[config.mk]
export PLATFORM = sky130hd
export DESIGN_NAME = exec_sequencer_flat
export DESIGN_NICKNAME = d
export VERILOG_FILES = /design/src/rtl/exec_sequencer_if.sv /design/src/rtl/exec_sequencer.sv /design/src/flat_wrapper.sv
export SDC_FILE = /design/constraint.sdc
export NUM_CORES = 1
export LEC_CHECK = 0
export ABC_AREA = 1
export CORE_MARGIN = 10
export CORE_UTILIZATION = 50
export DETAILED_ROUTE_END_ITERATION = 16
export MAX_ROUTING_LAYER = met4
export PLACE_DENSITY = 0.82
export SLEW_MARGIN = 10
export SYNTH_ARGS = -nofsm -noshare
export SYNTH_HDL_FRONTEND = slang
export SYNTH_SLANG_ARGS = --single-unit
[constraint.sdc]
create_clock -name clk -period 2.58 [get_ports clk]
set_input_delay 0.516 -clock clk [delete_from_list [all_inputs] [get_ports clk]]
set_output_delay 0.516 -clock clk [all_outputs]
set_load 0.01 [all_outputs]
[src/rtl/exec_sequencer_if.sv]
`default_nettype none
// ============================================================================
// Module   : exec_sequencer_if
// Brief    : Fetch-side handshake and shared-bus control bundle for the
//            execute sequencer.
// Revision : 1.0 - initial release
// ============================================================================
interface exec_sequencer_if #(
  parameter int DATA_W     = 16,
  parameter int REG_ADDR_W = 4
);
  logic                  ir_valid;
  logic [DATA_W-1:0]     instr;
  logic                  mfc;
  logic                  exec_done;
  logic [REG_ADDR_W-1:0] reg_sel;
  logic                  reg_out_en;
  logic                  reg_load;
  logic                  alu_a_load;
  logic                  alu_b_load;
  logic [1:0]            alu_op;
  logic                  alu_out_en;
  logic                  mar_load;
  logic                  mdr_read_en;
  logic                  mdr_out_en;
  logic                  mdr_write_en;
  logic                  mem_en;
  logic                  r_w;
  logic                  halted;
  logic                  illegal;
  logic                  bus_err;

  modport master (
    output ir_valid, instr, mfc,
    input  exec_done, reg_sel, reg_out_en, reg_load, alu_a_load, alu_b_load,
           alu_op, alu_out_en, mar_load, mdr_read_en, mdr_out_en,
           mdr_write_en, mem_en, r_w, halted, illegal, bus_err
  );

  modport slave (
    input  ir_valid, instr, mfc,
    output exec_done, reg_sel, reg_out_en, reg_load, alu_a_load, alu_b_load,
           alu_op, alu_out_en, mar_load, mdr_read_en, mdr_out_en,
           mdr_write_en, mem_en, r_w, halted, illegal, bus_err
  );
endinterface
`default_nettype wire

[src/rtl/exec_sequencer.sv]
`default_nettype none
// ============================================================================
// Module   : exec_sequencer
// Brief    : Execute-stage control FSM; decodes one instruction at a time and
//            sequences register file, ALU, MAR/MDR and memory strobes.
// Revision : 1.0 - initial release
// ============================================================================
module exec_sequencer #(
  parameter int DATA_W      = 16,
  parameter int REG_ADDR_W  = 4,
  parameter int MFC_TIMEOUT = 15
) (
  input  logic            clk,
  input  logic            reset,
  exec_sequencer_if.slave bus
);

  localparam int c_CNT_W = $clog2(MFC_TIMEOUT + 1);

  localparam logic [3:0] c_IDLE    = 4'd0;
  localparam logic [3:0] c_DEC     = 4'd1;
  localparam logic [3:0] c_ALU_A   = 4'd2;
  localparam logic [3:0] c_ALU_B   = 4'd3;
  localparam logic [3:0] c_ALU_W   = 4'd4;
  localparam logic [3:0] c_MOV_W   = 4'd5;
  localparam logic [3:0] c_MOV_L   = 4'd6;
  localparam logic [3:0] c_LD_ADDR = 4'd7;
  localparam logic [3:0] c_LD_MEM  = 4'd8;
  localparam logic [3:0] c_LD_MDR  = 4'd9;
  localparam logic [3:0] c_LD_WB   = 4'd10;
  localparam logic [3:0] c_ST_ADDR = 4'd11;
  localparam logic [3:0] c_ST_DATA = 4'd12;
  localparam logic [3:0] c_ST_MEM  = 4'd13;
  localparam logic [3:0] c_DONE    = 4'd14;
  localparam logic [3:0] c_HLT     = 4'd15;

  logic [3:0]            r_state;
  logic [3:0]            w_next;
  logic [DATA_W-1:0]     r_instr;
  logic [c_CNT_W-1:0]    r_waitCnt;
  logic                  r_halted;
  logic                  r_illegal;
  logic                  r_busErr;

  logic [3:0]            w_opcode;
  logic [REG_ADDR_W-1:0] w_rd;
  logic [REG_ADDR_W-1:0] w_rs;
  logic [REG_ADDR_W-1:0] w_rt;
  logic [1:0]            w_aluOp;
  logic                  w_inMem;
  logic                  w_timeout;

  assign w_opcode = r_instr[15:12];
  assign w_rd     = r_instr[8 +: REG_ADDR_W];
  assign w_rs     = r_instr[4 +: REG_ADDR_W];
  assign w_rt     = r_instr[0 +: REG_ADDR_W];
  // Opcodes 1..4 map onto ALU codes 0..3; the wrap of 4 to 3 is intended.
  assign w_aluOp  = w_opcode[1:0] - 2'd1;

  assign w_inMem   = (r_state == c_LD_MEM) || (r_state == c_ST_MEM);
  assign w_timeout = w_inMem && !bus.mfc &&
                     (r_waitCnt == c_CNT_W'(MFC_TIMEOUT - 1));

  always_comb begin
    w_next = r_state;
    case (r_state)
      c_IDLE:    if (bus.ir_valid) w_next = c_DEC;
      c_DEC: begin
        case (w_opcode)
          4'h1, 4'h2, 4'h3, 4'h4: w_next = c_ALU_A;
          4'h5:                   w_next = c_LD_ADDR;
          4'h6:                   w_next = c_ST_ADDR;
          4'h7:                   w_next = c_MOV_W;
          4'hF:                   w_next = c_HLT;
          default:                w_next = c_DONE;
        endcase
      end
      c_ALU_A:   w_next = c_ALU_B;
      c_ALU_B:   w_next = c_ALU_W;
      c_ALU_W:   w_next = c_DONE;
      c_MOV_W:   w_next = c_MOV_L;
      c_MOV_L:   w_next = c_DONE;
      c_LD_ADDR: w_next = c_LD_MEM;
      c_LD_MEM: begin
        if (bus.mfc)       w_next = c_LD_MDR;
        else if (w_timeout) w_next = c_DONE;
      end
      c_LD_MDR:  w_next = c_LD_WB;
      c_LD_WB:   w_next = c_DONE;
      c_ST_ADDR: w_next = c_ST_DATA;
      c_ST_DATA: w_next = c_ST_MEM;
      c_ST_MEM:  if (bus.mfc || w_timeout) w_next = c_DONE;
      c_DONE:    w_next = c_IDLE;
      c_HLT:     w_next = c_HLT;
      default:   w_next = c_IDLE;
    endcase
  end

  always_ff @(posedge clk or posedge reset) begin
    if (reset) begin
      r_state   <= c_IDLE;
      r_instr   <= '0;
      r_waitCnt <= '0;
      r_halted  <= 1'b0;
      r_illegal <= 1'b0;
      r_busErr  <= 1'b0;
    end else begin
      r_state <= w_next;
      if ((r_state == c_IDLE) && bus.ir_valid) r_instr <= bus.instr;
      if (!w_inMem)      r_waitCnt <= '0;
      else if (!bus.mfc) r_waitCnt <= r_waitCnt + c_CNT_W'(1);
      if ((r_state == c_DEC) && (w_opcode >= 4'h8) && (w_opcode <= 4'hE))
        r_illegal <= 1'b1;
      if ((r_state == c_DEC) && (w_opcode == 4'hF)) r_halted <= 1'b1;
      if (w_timeout) r_busErr <= 1'b1;
    end
  end

  always_comb begin
    bus.exec_done    = 1'b0;
    bus.reg_sel      = '0;
    bus.reg_out_en   = 1'b0;
    bus.reg_load     = 1'b0;
    bus.alu_a_load   = 1'b0;
    bus.alu_b_load   = 1'b0;
    bus.alu_op       = 2'b00;
    bus.alu_out_en   = 1'b0;
    bus.mar_load     = 1'b0;
    bus.mdr_read_en  = 1'b0;
    bus.mdr_out_en   = 1'b0;
    bus.mdr_write_en = 1'b0;
    bus.mem_en       = 1'b0;
    case (r_state)
      c_ALU_A: begin
        bus.reg_sel = w_rs; bus.reg_out_en = 1'b1; bus.alu_a_load = 1'b1;
        bus.alu_op  = w_aluOp;
      end
      c_ALU_B: begin
        bus.reg_sel = w_rt; bus.reg_out_en = 1'b1; bus.alu_b_load = 1'b1;
        bus.alu_op  = w_aluOp;
      end
      c_ALU_W: begin
        bus.reg_sel = w_rd; bus.alu_out_en = 1'b1; bus.reg_load = 1'b1;
        bus.alu_op  = w_aluOp;
      end
      c_MOV_W: begin
        bus.reg_sel = w_rs; bus.reg_out_en = 1'b1;
      end
      // The bus keeper holds the rs value while rd loads.
      c_MOV_L: begin
        bus.reg_sel = w_rd; bus.reg_load = 1'b1;
      end
      c_LD_ADDR, c_ST_ADDR: begin
        bus.reg_sel = w_rs; bus.reg_out_en = 1'b1; bus.mar_load = 1'b1;
      end
      c_LD_MEM, c_ST_MEM: bus.mem_en = 1'b1;
      c_LD_MDR: bus.mdr_read_en = 1'b1;
      c_LD_WB: begin
        bus.reg_sel = w_rd; bus.mdr_out_en = 1'b1; bus.reg_load = 1'b1;
      end
      c_ST_DATA: begin
        bus.reg_sel = w_rd; bus.reg_out_en = 1'b1; bus.mdr_write_en = 1'b1;
      end
      c_DONE: bus.exec_done = 1'b1;
      default: ;
    endcase
  end

  // r_w idles at read, but is forced low while reset is held.
  assign bus.r_w     = !reset && (r_state != c_ST_MEM);
  assign bus.halted  = r_halted;
  assign bus.illegal = r_illegal;
  assign bus.bus_err = r_busErr;

endmodule
`default_nettype wire

[src/flat_wrapper.sv]
// flat-port wrapper written by rule: the top's interface ports become plain ports
module exec_sequencer_flat 
#(
  parameter int DATA_W      = 16,
  parameter int REG_ADDR_W  = 4,
  parameter int MFC_TIMEOUT = 15
)
  (clk, reset, bus_ir_valid, bus_instr, bus_mfc, bus_exec_done, bus_reg_sel, bus_reg_out_en, bus_reg_load, bus_alu_a_load, bus_alu_b_load, bus_alu_op, bus_alu_out_en, bus_mar_load, bus_mdr_read_en, bus_mdr_out_en, bus_mdr_write_en, bus_mem_en, bus_r_w, bus_halted, bus_illegal, bus_bus_err);
  exec_sequencer_if #(.DATA_W(DATA_W), .REG_ADDR_W(REG_ADDR_W)) bus_i ();
  input  logic clk;
  input  logic reset;
  input wire logic [$bits(bus_i.ir_valid)-1:0] bus_ir_valid;
  input wire logic [$bits(bus_i.instr)-1:0] bus_instr;
  input wire logic [$bits(bus_i.mfc)-1:0] bus_mfc;
  output wire logic [$bits(bus_i.exec_done)-1:0] bus_exec_done;
  output wire logic [$bits(bus_i.reg_sel)-1:0] bus_reg_sel;
  output wire logic [$bits(bus_i.reg_out_en)-1:0] bus_reg_out_en;
  output wire logic [$bits(bus_i.reg_load)-1:0] bus_reg_load;
  output wire logic [$bits(bus_i.alu_a_load)-1:0] bus_alu_a_load;
  output wire logic [$bits(bus_i.alu_b_load)-1:0] bus_alu_b_load;
  output wire logic [$bits(bus_i.alu_op)-1:0] bus_alu_op;
  output wire logic [$bits(bus_i.alu_out_en)-1:0] bus_alu_out_en;
  output wire logic [$bits(bus_i.mar_load)-1:0] bus_mar_load;
  output wire logic [$bits(bus_i.mdr_read_en)-1:0] bus_mdr_read_en;
  output wire logic [$bits(bus_i.mdr_out_en)-1:0] bus_mdr_out_en;
  output wire logic [$bits(bus_i.mdr_write_en)-1:0] bus_mdr_write_en;
  output wire logic [$bits(bus_i.mem_en)-1:0] bus_mem_en;
  output wire logic [$bits(bus_i.r_w)-1:0] bus_r_w;
  output wire logic [$bits(bus_i.halted)-1:0] bus_halted;
  output wire logic [$bits(bus_i.illegal)-1:0] bus_illegal;
  output wire logic [$bits(bus_i.bus_err)-1:0] bus_bus_err;
  assign bus_i.ir_valid = bus_ir_valid;
  assign bus_i.instr = bus_instr;
  assign bus_i.mfc = bus_mfc;
  assign bus_exec_done = bus_i.exec_done;
  assign bus_reg_sel = bus_i.reg_sel;
  assign bus_reg_out_en = bus_i.reg_out_en;
  assign bus_reg_load = bus_i.reg_load;
  assign bus_alu_a_load = bus_i.alu_a_load;
  assign bus_alu_b_load = bus_i.alu_b_load;
  assign bus_alu_op = bus_i.alu_op;
  assign bus_alu_out_en = bus_i.alu_out_en;
  assign bus_mar_load = bus_i.mar_load;
  assign bus_mdr_read_en = bus_i.mdr_read_en;
  assign bus_mdr_out_en = bus_i.mdr_out_en;
  assign bus_mdr_write_en = bus_i.mdr_write_en;
  assign bus_mem_en = bus_i.mem_en;
  assign bus_r_w = bus_i.r_w;
  assign bus_halted = bus_i.halted;
  assign bus_illegal = bus_i.illegal;
  assign bus_bus_err = bus_i.bus_err;
  exec_sequencer #(.DATA_W(DATA_W), .REG_ADDR_W(REG_ADDR_W), .MFC_TIMEOUT(MFC_TIMEOUT)) u_core (.clk(clk), .reset(reset), .bus(bus_i));
endmodule
==> run summary, run 1 <==
Status = finished, final reports clean
Cells after DPL = 307
Comb power frac = 0.570
Peak VDD IR = 0.489 mV
Final Hold Viols = 0
Clk slew on worst S/H paths = 150 ps
Remaining DRCs = 0
Initial antenna violation count = 0
Vias per std cell = 4.90
Clock Sinks = 27
Initial Utilization = 0.520
Max Cap Viol = 0
Crit Path Max Fanout = 5
Layout Skew = 2.41 ps
GPL Wtd Cong = 0.935
Initial DRC Count = 104
Htree depth = 1
Top layer reached by signal wires = met4
Post-layout util = 0.697
Worst Hold Class = flop to flop
Mapped Cells = 225
YS warnings = 0
Final #Nets = 296
CP arrival = 1940 ps
Total track usage = 0.132
Startpoint class of the critical path = flop
Core area = 3030 sq um
DR vias = 1,538
Multi-input gate area = 785 sq um
Via count of the first global-routing pass = 1,468
Pint = 1.16 mW
Min-delay src = u_core.bus.halted$_DFFE_PP0P_
Met3 routed WL = 241 microns
Final critical-path share of the clock period = 0.951
Antenna cells = 0
Flop pwr share = 0.340
Pwr Density = 990 nW/um^2
Clock share of power = 0.090
Setup TNS = 0 ps
Inserted Clock Buffers = 3
CP Data Required Time = 2060 ps
Max Fclk = 408 MHz
Final Setup Violations = 0
RSZ-0062 raised after global routing = no
Layout Cells excl Fill = 314
Most frequent cells in the layout = nand2_1, clkdlybuf4s50_1, inv_1, nand3_1
P&R area growth vs syn = 33.9%
IO Count = 41
DR pass1 iterations = 7
Flops & latches, synth = 27
# fillers = 254
Proportion of layout cells with a drive suffix above 1 = 0.0963
First-pass GRT wire length = 6.40 mm
Leakage = 1.21 nW
Net Count, Synth = 250
Crit. Startpoint = u_core.r_state[0]$_DFFE_PP0P_
Crit path capture type = output port
Netlist cell types = 23
Switching part of the total power = 0.444
Post-DP HPWL = 3.01 mm
Net Sw Power = 0.927 mW
Avg Cell Area, Syn = 7.00 sq um
DIE HEIGHT = 76.1 microns
GRT Residual Overflow = 0
Worst-Skew Late Latency = 320 ps
ANT nets after route = 0
# rows = 20
Register Area = 677 sq um
Fin crit period = 2450 ps
CTS Hold Bufs = 0
Longest Clk Path Bufs = 2
Clock Tree Root = clkbuf_4
CTS tree = done
DRT met1 WL = 1.71 mm
Reg2reg start = u_core.r_state[0]$_DFFE_PP0P_
Routed wire length = 3.75 mm
Die X = 76.1 microns
Die ar. = 5800 sq um
DR WL/cell = 11.9 microns
Critical path class = flop to output port
Max Slew Vio Count = 0
Largest net degree at the start of global routing = 28
Sequential share of the synthesized area = 0.429
Relative slew slack = 0.602
Port-buffer cells = 40
Commonest non-fill, non-tap cell in the layout = nand2_1
Min Hold Slack = 482 ps
Routed wl met2 = 1.78 mm
Post-Syn Area = 1580 sq um
Worst Tran Pin Value = 595 ps
## final cells by class
class,instances,share of cell area
Clock inverter,1,0.00356
Tap cell,44,0.0261
Multi-Input combinational cell,163,0.372
Inverter,31,0.0552
Clock buffer,3,0.0107
Sequential cell,27,0.321
Timing Repair Buffer,45,0.212
## metrics by stage
step	area, sq um	setup WS, ps	power [mW]
global route	2110	24.3	2.28
global placement	2020	360	1.85
CTS	2070	6.36	2.07
detailed placement	2020	333	1.87
floorplan	1580	903	1.42
finish	2110	126	2.09
## cell families after synthesis
family	Yosys count	share of synthesized area
xor gates and xnor gates	1	0.00556
buffers and inverters	35	0.0874
AOI/OAI and AO/OA	15	0.0540
and+or+nand+nor	142	0.384
adders and majority gates	5	0.0397
DFF	27	0.429
## power by group through the flow
stage / Combinational (mW) / Clock (mW) / Sequential [mW]
floorplan: 0.713 / 0 / 0.702
global placement: 1.13 / 0 / 0.716
detailed placement: 1.15 / 0 / 0.723
CTS: 1.17 / 0.191 / 0.712
global route: 1.35 / 0.206 / 0.733
finish: 1.19 / 0.187 / 0.710
## layer usage
layer | GRT usage | up-vias
li1 | - | 787
met3 | 0.0413 | 4
met5 | - | -
met1 | 0.155 | 702
met4 | 0.0279 | 0
met2 | 0.218 | 45
## repair_timing
item                       in CTS  in global routing
setup buffers                   1                  2
setup endpoints to repair       5                  4
resized for setup               4                  9
## flip-flops by register name, indices dropped and copies added, names as in the netlist
name / count
u_core.bus.halted: 1
u_core.r_state: 4
u_core.bus.illegal: 1
u_core.r_instr: 16
u_core.r_waitCnt: 4
u_core.bus.bus_err: 1
## critical path: stages (launching register included)
cell and delay, ps:
dfrtp_1 460, inv_2 110, nand2_1 150, nor2_1 160
a21oi_1 90, nor2_1 100, clkdlybuf4s50_1 540
## cells in the mapped netlist
cell	number	area, sq um
o21a_1	1	7.51
clkbuf_1	1	3.75
o31ai_1	1	7.51
nand2_4	1	11.3
ha_1	5	62.6
xnor2_1	1	8.76
nand3b_1	1	7.51
a21oi_1	8	40.0
buf_4	1	7.51
a21o_1	1	7.51
buf_2	2	10.0
nor2_4	1	11.3
o21bai_1	1	7.51
inv_2	3	11.3
inv_1	28	105
nand3_1	28	140
nand2_2	3	18.8
o21ai_0	3	15.0
nand2_1	73	274
nor2_2	3	18.8
dfrtp_1	27	676
nor2_1	29	109
nor3_1	3	15.0
## worst paths after layout
| check | end | cells past startpoint | slack, ps |
|---|---|---|---|
| worst max-delay path | bus_alu_op[0] | 6 | 130 |
| worst min-delay path | u_core.bus.halted$_DFFE_PP0P_ | 1 | 480 |
| worst max register to register | u_core.r_instr[15]$_DFFE_PP0P_ | 6 | 730 |
| worst min register to register | u_core.bus.halted$_DFFE_PP0P_ | 1 | 480 |
| max in group asynchronous | u_core.r_state[1]$_DFFE_PP0P_ | 3 | 1740 |
| min in group asynchronous | u_core.bus.bus_err$_DFFE_PP0P_ | 3 | 560 |
Power figures use the tool's default switching activity.
==> run 2, diff against run 1 <==
--- a/config.mk
+++ b/config.mk
@@ -6,7 +6,7 @@
 export NUM_CORES = 1
 export LEC_CHECK = 0
 export ABC_AREA = 1
-export CORE_MARGIN = 10
+export CORE_MARGIN = 5
 export CORE_UTILIZATION = 50
 export DETAILED_ROUTE_END_ITERATION = 16
 export MAX_ROUTING_LAYER = met4
==> run 2 against run 1 <==
Routed wire length is 1.8% lower. Largest power group unchanged. Sequential power is 1% higher. First-iteration DRC count is 25% lower. Clock power hardly changed. Non-clock buffer count stayed put. Flip-flop and latch count stayed put. Clock skew is 7.8 ps higher. Critical path depth stayed put.
==> run summary, run 2 (same netlist as run 1, synthesis figures left out) <==
DIE HEIGHT = 66.1 microns (-13%)
Worst-Skew Late Latency = 330 ps (about the same)
Largest net degree at the start of global routing = 28 (unchanged)
Proportion of layout cells with a drive suffix above 1 = 0.100 (+0.00370)
Relative slew slack = 0.599 (-0.00305)
Vias per std cell = 4.88 (-0.46%)
IO Count = 41 (unchanged)
Initial Utilization = 0.520 (unchanged)
Top flop regs = u_core.r_instr x16, u_core.r_state x4, u_core.r_waitCnt x4
Post-DP HPWL = 2.82 mm (-6.4%)
Crit Path Max Fanout = 5 (unchanged)
Htree depth = 1 (unchanged)
First-pass GRT wire length = 6.24 mm (-2.5%)
Max Cap Viol = 0 (unchanged)
Initial DRC Count = 78 (-25%)
Clock Sinks = 27 (unchanged)
Cells after DPL = 307 (unchanged)
Die ar. = 4370 sq um (-25%)
Longest Clk Path Bufs = 2 (unchanged)
Status = finished, final reports clean
CP max stage delay = 540 ps (about the same)
Max reg flops = 16 (unchanged)
ANT nets after route = 0 (unchanged)
Leakage = 1.22 nW (+0.99%)
Max stage delay cell, worst path = clkdlybuf4s50_1
Crit path capture type = output port
Pwr Density = 992 nW/um^2 (+0.17%)
Pre-CTS WS = 372 ps (+38.3 ps)
Inserted Clock Buffers = 3 (unchanged)
Final Setup Violations = 0 (unchanged)
DR vias = 1,531 (-0.46%)
P&R area growth vs syn = 34.3%
Largest register by flop count = u_core.r_instr
Antenna cells = 0 (unchanged)
Port-buffer cells = 40 (unchanged)
CTS tree = done
GPL Wtd Cong = 0.917 (-1.9%)
Total track usage = 0.187 (+0.0546)
Max Fclk = 412 MHz (+1.2%)
Clk slew on worst S/H paths = 150 ps (about the same)
DR pass1 iterations = 4 (-3)
CP Cell Sequence = inv_2 > nand2_1 > nor2_2 > a21oi_1 > nor2_1 > clkdlybuf4s50_1
Startpoint class of the critical path = flop
Final #Nets = 296 (unchanged)
Worst Tran Pin Value = 599 ps (+4.56 ps)
Critical path class = flop to output port
Most frequent cells in the layout = nand2_1, clkdlybuf4s50_1, inv_1, nand3_1, dfrtp_1
Final Hold Viols = 0 (unchanged)
Fin crit period = 2420 ps (-28.8 ps)
Via count of the first global-routing pass = 1,427 (-2.8%)
CTS Hold Bufs = 0 (unchanged)
Min Hold Slack = 473 ps (-9.15 ps)
Commonest non-fill, non-tap cell in the layout = nand2_1
Initial antenna violation count = 0 (unchanged)
Clock Tree Root = clkbuf_4
Layout Cells excl Fill = 314 (unchanged)
CP arrival = 1910 ps (-30 ps)
Final critical-path share of the clock period = 0.940 (-0.0111)
Remaining DRCs = 0 (unchanged)
Worst Hold Class = flop to flop
Routed wire length = 3.68 mm (-1.8%)
Core area = 3030 sq um (unchanged)
CP Data Required Time = 2060 ps (about the same)
Die X = 66.1 microns (-13%)
Layout Skew = 10.2 ps (+7.78 ps)
Setup WS post-layout = 155 ps (+28.8 ps)
# rows = 20 (unchanged)
Peak VDD IR = 0.420 mV (-14%)
Max Slew Vio Count = 0 (unchanged)
DR WL/cell = 11.7 microns (-1.8%)
GRT Residual Overflow = 0 (unchanged)
==> run 2: critical path: cells and delay by family (launching register included) <==
kind	cells	cell delay (ps)
AND/OR/NAND/NOR	3	390
flip-flops	1	460
buffers and inverters	2	650
AO/OA/AOI/OAI	1	80
==> run 2: per-layer routing <==
layer  part of all wire  routed length [microns]  global-route usage  vias up
li1                   -                        -                   -      791
met4              0.013                       48              0.0533        0
met2               0.49                     1790               0.296       44
met3              0.051                      186              0.0306        7
met1               0.45                     1660               0.247      689
met5                  0                        0                   -        -
==> run 2: final timing paths <==
| path | startpoint | endpoint | slack (ps) | cells after the start |
|---|---|---|---|---|
| worst max-delay path | u_core.r_state[0]$_DFFE_PP0P_ | bus_alu_op[0] | 160 | 6 |
| worst min-delay path | u_core.bus.halted$_DFFE_PP0P_ | u_core.bus.halted$_DFFE_PP0P_ | 470 | 1 |
| worst max register to register | u_core.r_state[0]$_DFFE_PP0P_ | u_core.r_instr[15]$_DFFE_PP0P_ | 730 | 6 |
| worst min register to register | u_core.bus.halted$_DFFE_PP0P_ | u_core.bus.halted$_DFFE_PP0P_ | 470 | 1 |
| max in group asynchronous | reset | u_core.r_state[1]$_DFFE_PP0P_ | 1740 | 3 |
| min in group asynchronous | reset | u_core.bus.halted$_DFFE_PP0P_ | 560 | 3 |
==> run 2: timing repair <==
item	in CTS	in global routing
resized for setup	2	12
buffers inserted	0	3
pin swaps	0	1
endpoints found under the setup margin	4	7
==> run 2: area by class of cell <==
| class | instances | area (sq um) |
|---|---|---|
| Timing Repair Buffer | 45 | 450 |
| Inverter | 31 | 116 |
| Sequential cell | 27 | 677 |
| Tap cell | 44 | 55.1 |
| Clock inverter | 1 | 7.51 |
| Clock buffer | 3 | 22.5 |
| Fill cell | 269 | 912 |
| Multi-Input combinational cell | 163 | 787 |
==> run 2: where the power goes <==
group / switching [mW] / internal, mW / leakage (nW)
clock network: 0.128 / 0.0593 / 0.0139
logic: 0.677 / 0.517 / 0.882
registers: 0.129 / 0.588 / 0.329
==> run 2: metrics by stage <==
| step | instance area (sq um) | setup TNS, ps | total power [mW] | util |
|---|---|---|---|---|
| final | 2120 | 0 | 2.10 | 0.699 |
| after CTS | 2060 | 0 | 2.06 | 0.680 |
| after detailed placement | 2020 | 0 | 1.86 | 0.669 |
| after global placement | 2020 | 0 | 1.84 | 0.669 |
| after floorplan | 1580 | 0 | 1.42 | - |
| after global routing | 2120 | -4.03 | 2.29 | 0.699 |
==> run 3, diff against run 2 <==
--- a/config.mk
+++ b/config.mk
@@ -6,6 +6,7 @@
 export NUM_CORES = 1
 export LEC_CHECK = 0
 export ABC_AREA = 1
+export CORE_ASPECT_RATIO = 1.2
 export CORE_MARGIN = 5
 export CORE_UTILIZATION = 50
 export DETAILED_ROUTE_END_ITERATION = 16
==> run 3 against run 2 <==
Utilization shrank 1.2 points. Total power shrank 0.69%. Cell count shrank 2.5%. Largest power group unchanged. Global-route usage shrank 0.78 points. Clock power shrank 3%. Flip-flop and latch count is the same. Critical endpoint is now bus_alu_op[1]. Non-clock buffer count is the same. Count of clock-buffer cells in the layout is the same. Worst hold slack lost 2.5 ps. Worst setup slack gained 31 ps.
==> run summary, run 3 (same netlist as run 1, synthesis figures left out) <==
CP max stage delay = 540 ps (about the same)
Via count of the first global-routing pass = 1,469 (+2.9%)
Core area = 3060 sq um (+0.91%)
CTS tree = done
Post-layout util = 0.687 (-0.0116)
Top layer reached by signal wires = met4
Final critical-path share of the clock period = 0.928 (-0.0119)
Vias per std cell = 5.10 (+4.7%)
DR WL/cell = 12.1 microns (+2.8%)
P&R area growth vs syn = 33.3%
Proportion of layout cells with a drive suffix above 1 = 0.107 (+0.00741)
RSZ-0062 raised after global routing = no
Multi-input gate area = 782 sq um (-0.64%)
Layout Skew = 2.39 ps (-7.79 ps)
DR pass1 iterations = 4 (unchanged)
Initial antenna violation count = 0 (unchanged)
Clock Tree Root = clkbuf_4
DRT met1 WL = 1.47 mm (-11%)
Critical path class = flop to output port
Leakage = 1.23 nW (about the same)
Clk slew on worst S/H paths = 150 ps (about the same)
GRT Residual Overflow = 0 (unchanged)
Routed wire length = 3.69 mm (+0.22%)
CP Data Required Time = 2060 ps (about the same)
Fin crit period = 2390 ps (-30.8 ps)
Worst min-delay path endpoint = u_core.bus.halted$_DFFE_PP0P_
Inserted Clock Buffers = 3 (unchanged)
Final Hold Viols = 0 (unchanged)
First-pass GRT wire length = 6.00 mm (-3.9%)
Peak VDD IR = 0.605 mV (+44%)
Pwr Density = 992 nW/um^2 (about the same)
Die X = 61.2 microns (-7.4%)
Max Slew Vio Count = 0 (unchanged)
Startpoint class of the critical path = flop
IO Count = 41 (unchanged)
Status = finished, final reports clean
CTS Hold Bufs = 0 (unchanged)
CP Cell Sequence = inv_2 > nand2_1 > nor2_1 > a21oi_1 > nor2_1 > clkdlybuf4s50_1
Longest Clk Path Bufs = 2 (unchanged)
Initial DRC Count = 95 (+22%)
Post-DP HPWL = 2.77 mm (-1.5%)
Top flop regs = u_core.r_instr x16, u_core.r_state x4, u_core.r_waitCnt x4
ANT nets after route = 0 (unchanged)
# rows = 22 (+10%)
Register Area = 678 sq um (+0.18%)
Routed wl met2 = 1.92 mm (+7.6%)
Worst Tran Pin Value = 578 ps (-21.1 ps)
Final Setup Violations = 0 (unchanged)
Clock Sinks = 27 (unchanged)
Worst Hold Class = flop to flop
Reg2reg setup slack = 780 ps (+50 ps)
Remaining DRCs = 0 (unchanged)
Max reg flops = 16 (unchanged)
Most frequent cells in the layout = nand2_1, clkdlybuf4s50_1, nand3_1
Largest register by flop count = u_core.r_instr
Total track usage = 0.179 (-0.00781)
Die ar. = 4380 sq um (+0.10%)
# fillers = 262 (-2.6%)
Reg2reg start = u_core.r_state[0]$_DFFE_PP0P_
Worst-Skew Late Latency = 310 ps (-20 ps)
Hold Path Stages = 1 (unchanged)
Crit Path Max Fanout = 5 (unchanged)
DIE HEIGHT = 71.5 microns (+8.1%)
Max stage delay cell, worst path = clkdlybuf4s50_1
DR vias = 1,562 (+2.0%)
Initial Utilization = 0.516 (-0.00469)
Commonest non-fill, non-tap cell in the layout = nand2_1
Final #Nets = 296 (unchanged)
CP arrival = 1880 ps (-30 ps)
Max Cap Viol = 0 (unchanged)
Antenna cells = 0 (unchanged)
Crit-path most repeated cell = nor2_1
Min-delay src = u_core.bus.halted$_DFFE_PP0P_
Max Fclk = 418 MHz (+1.3%)
Setup TNS = 0 ps (unchanged)
GPL Wtd Cong = 1.00 (+9.5%)
Reg2reg path depth = 6 (unchanged)
Port-buffer cells = 40 (unchanged)
Crit path capture type = output port
Relative slew slack = 0.614 (+0.0141)
Worst R2R End = u_core.r_instr[13]$_DFFE_PP0P_
Htree depth = 1 (unchanged)
Met3 routed WL = 257 microns (+38%)
Largest net degree at the start of global routing = 28 (unchanged)
## run 3: report_power, final
group	internal [mW]	switching [mW]
Sequential	0.590	0.131
Combinational	0.512	0.670
Clock	0.0579	0.123
Total	1.16	0.924
## run 3: area by class of cell
type	count	area share
multi-input combinational	163	0.372
sequential	27	0.323
timing repair buffer	45	0.215
inverter	31	0.0554
tap	36	0.0215
clock buffer	3	0.0107
clock inverter	1	0.00238
## run 3: worst max path at each step
stage | startpoint | endpoint | slack [ps] | cells after the start
2_1_floorplan | u_core.r_state[3]$_DFFE_PP0P_ | bus_reg_sel[0] | 900 | 7
3_3_place_gp | u_core.r_state[3]$_DFFE_PP0P_ | bus_reg_sel[0] | 370 | 6
3_5_place_dp | u_core.r_state[3]$_DFFE_PP0P_ | bus_reg_sel[2] | 350 | 6
4_1_cts | u_core.r_state[3]$_DFFE_PP0P_ | bus_reg_sel[0] | 7 | 8
5_1_grt | u_core.r_state[0]$_DFFE_PP0P_ | bus_alu_op[0] | 10 | 6
6_report | u_core.r_state[0]$_DFFE_PP0P_ | bus_alu_op[1] | 190 | 6
## run 3: metrics by stage
step | total power [mW] | instances | hold slack (ps) | setup slack, ps | area (sq um)
after floorplan | 1.42 | 225 | 437 | 903 | 1580
after global placement | 1.84 | 299 | 439 | 373 | 2010
after detailed placement | 1.86 | 299 | 443 | 353 | 2010
after CTS | 2.05 | 303 | 477 | 7.30 | 2040
after global routing | 2.28 | 306 | 488 | 12.2 | 2100
final | 2.08 | 306 | 471 | 186 | 2100
## run 3: critical path, delay by kind of cell, from the launching register on
kind,cells,cell delay (ps)
AO/OA/AOI/OAI,1,90
AND/OR/NAND/NOR,3,370
flip-flops,1,470
buffers and inverters,2,630
## run 3: repair_timing
action                                  4_1_cts  5_1_grt
gates resized for setup                       1       14
endpoints found under the hold margin         0        0
pin swaps                                     0        1
buffers inserted                              0        3
endpoints found under the setup margin        5        5
## run 3: routing by layer
metal,global-route usage,vias up
li1,-,789
met1,0.226,715
met2,0.292,54
met3,0.0306,4
met4,0.0482,0
met5,-,-
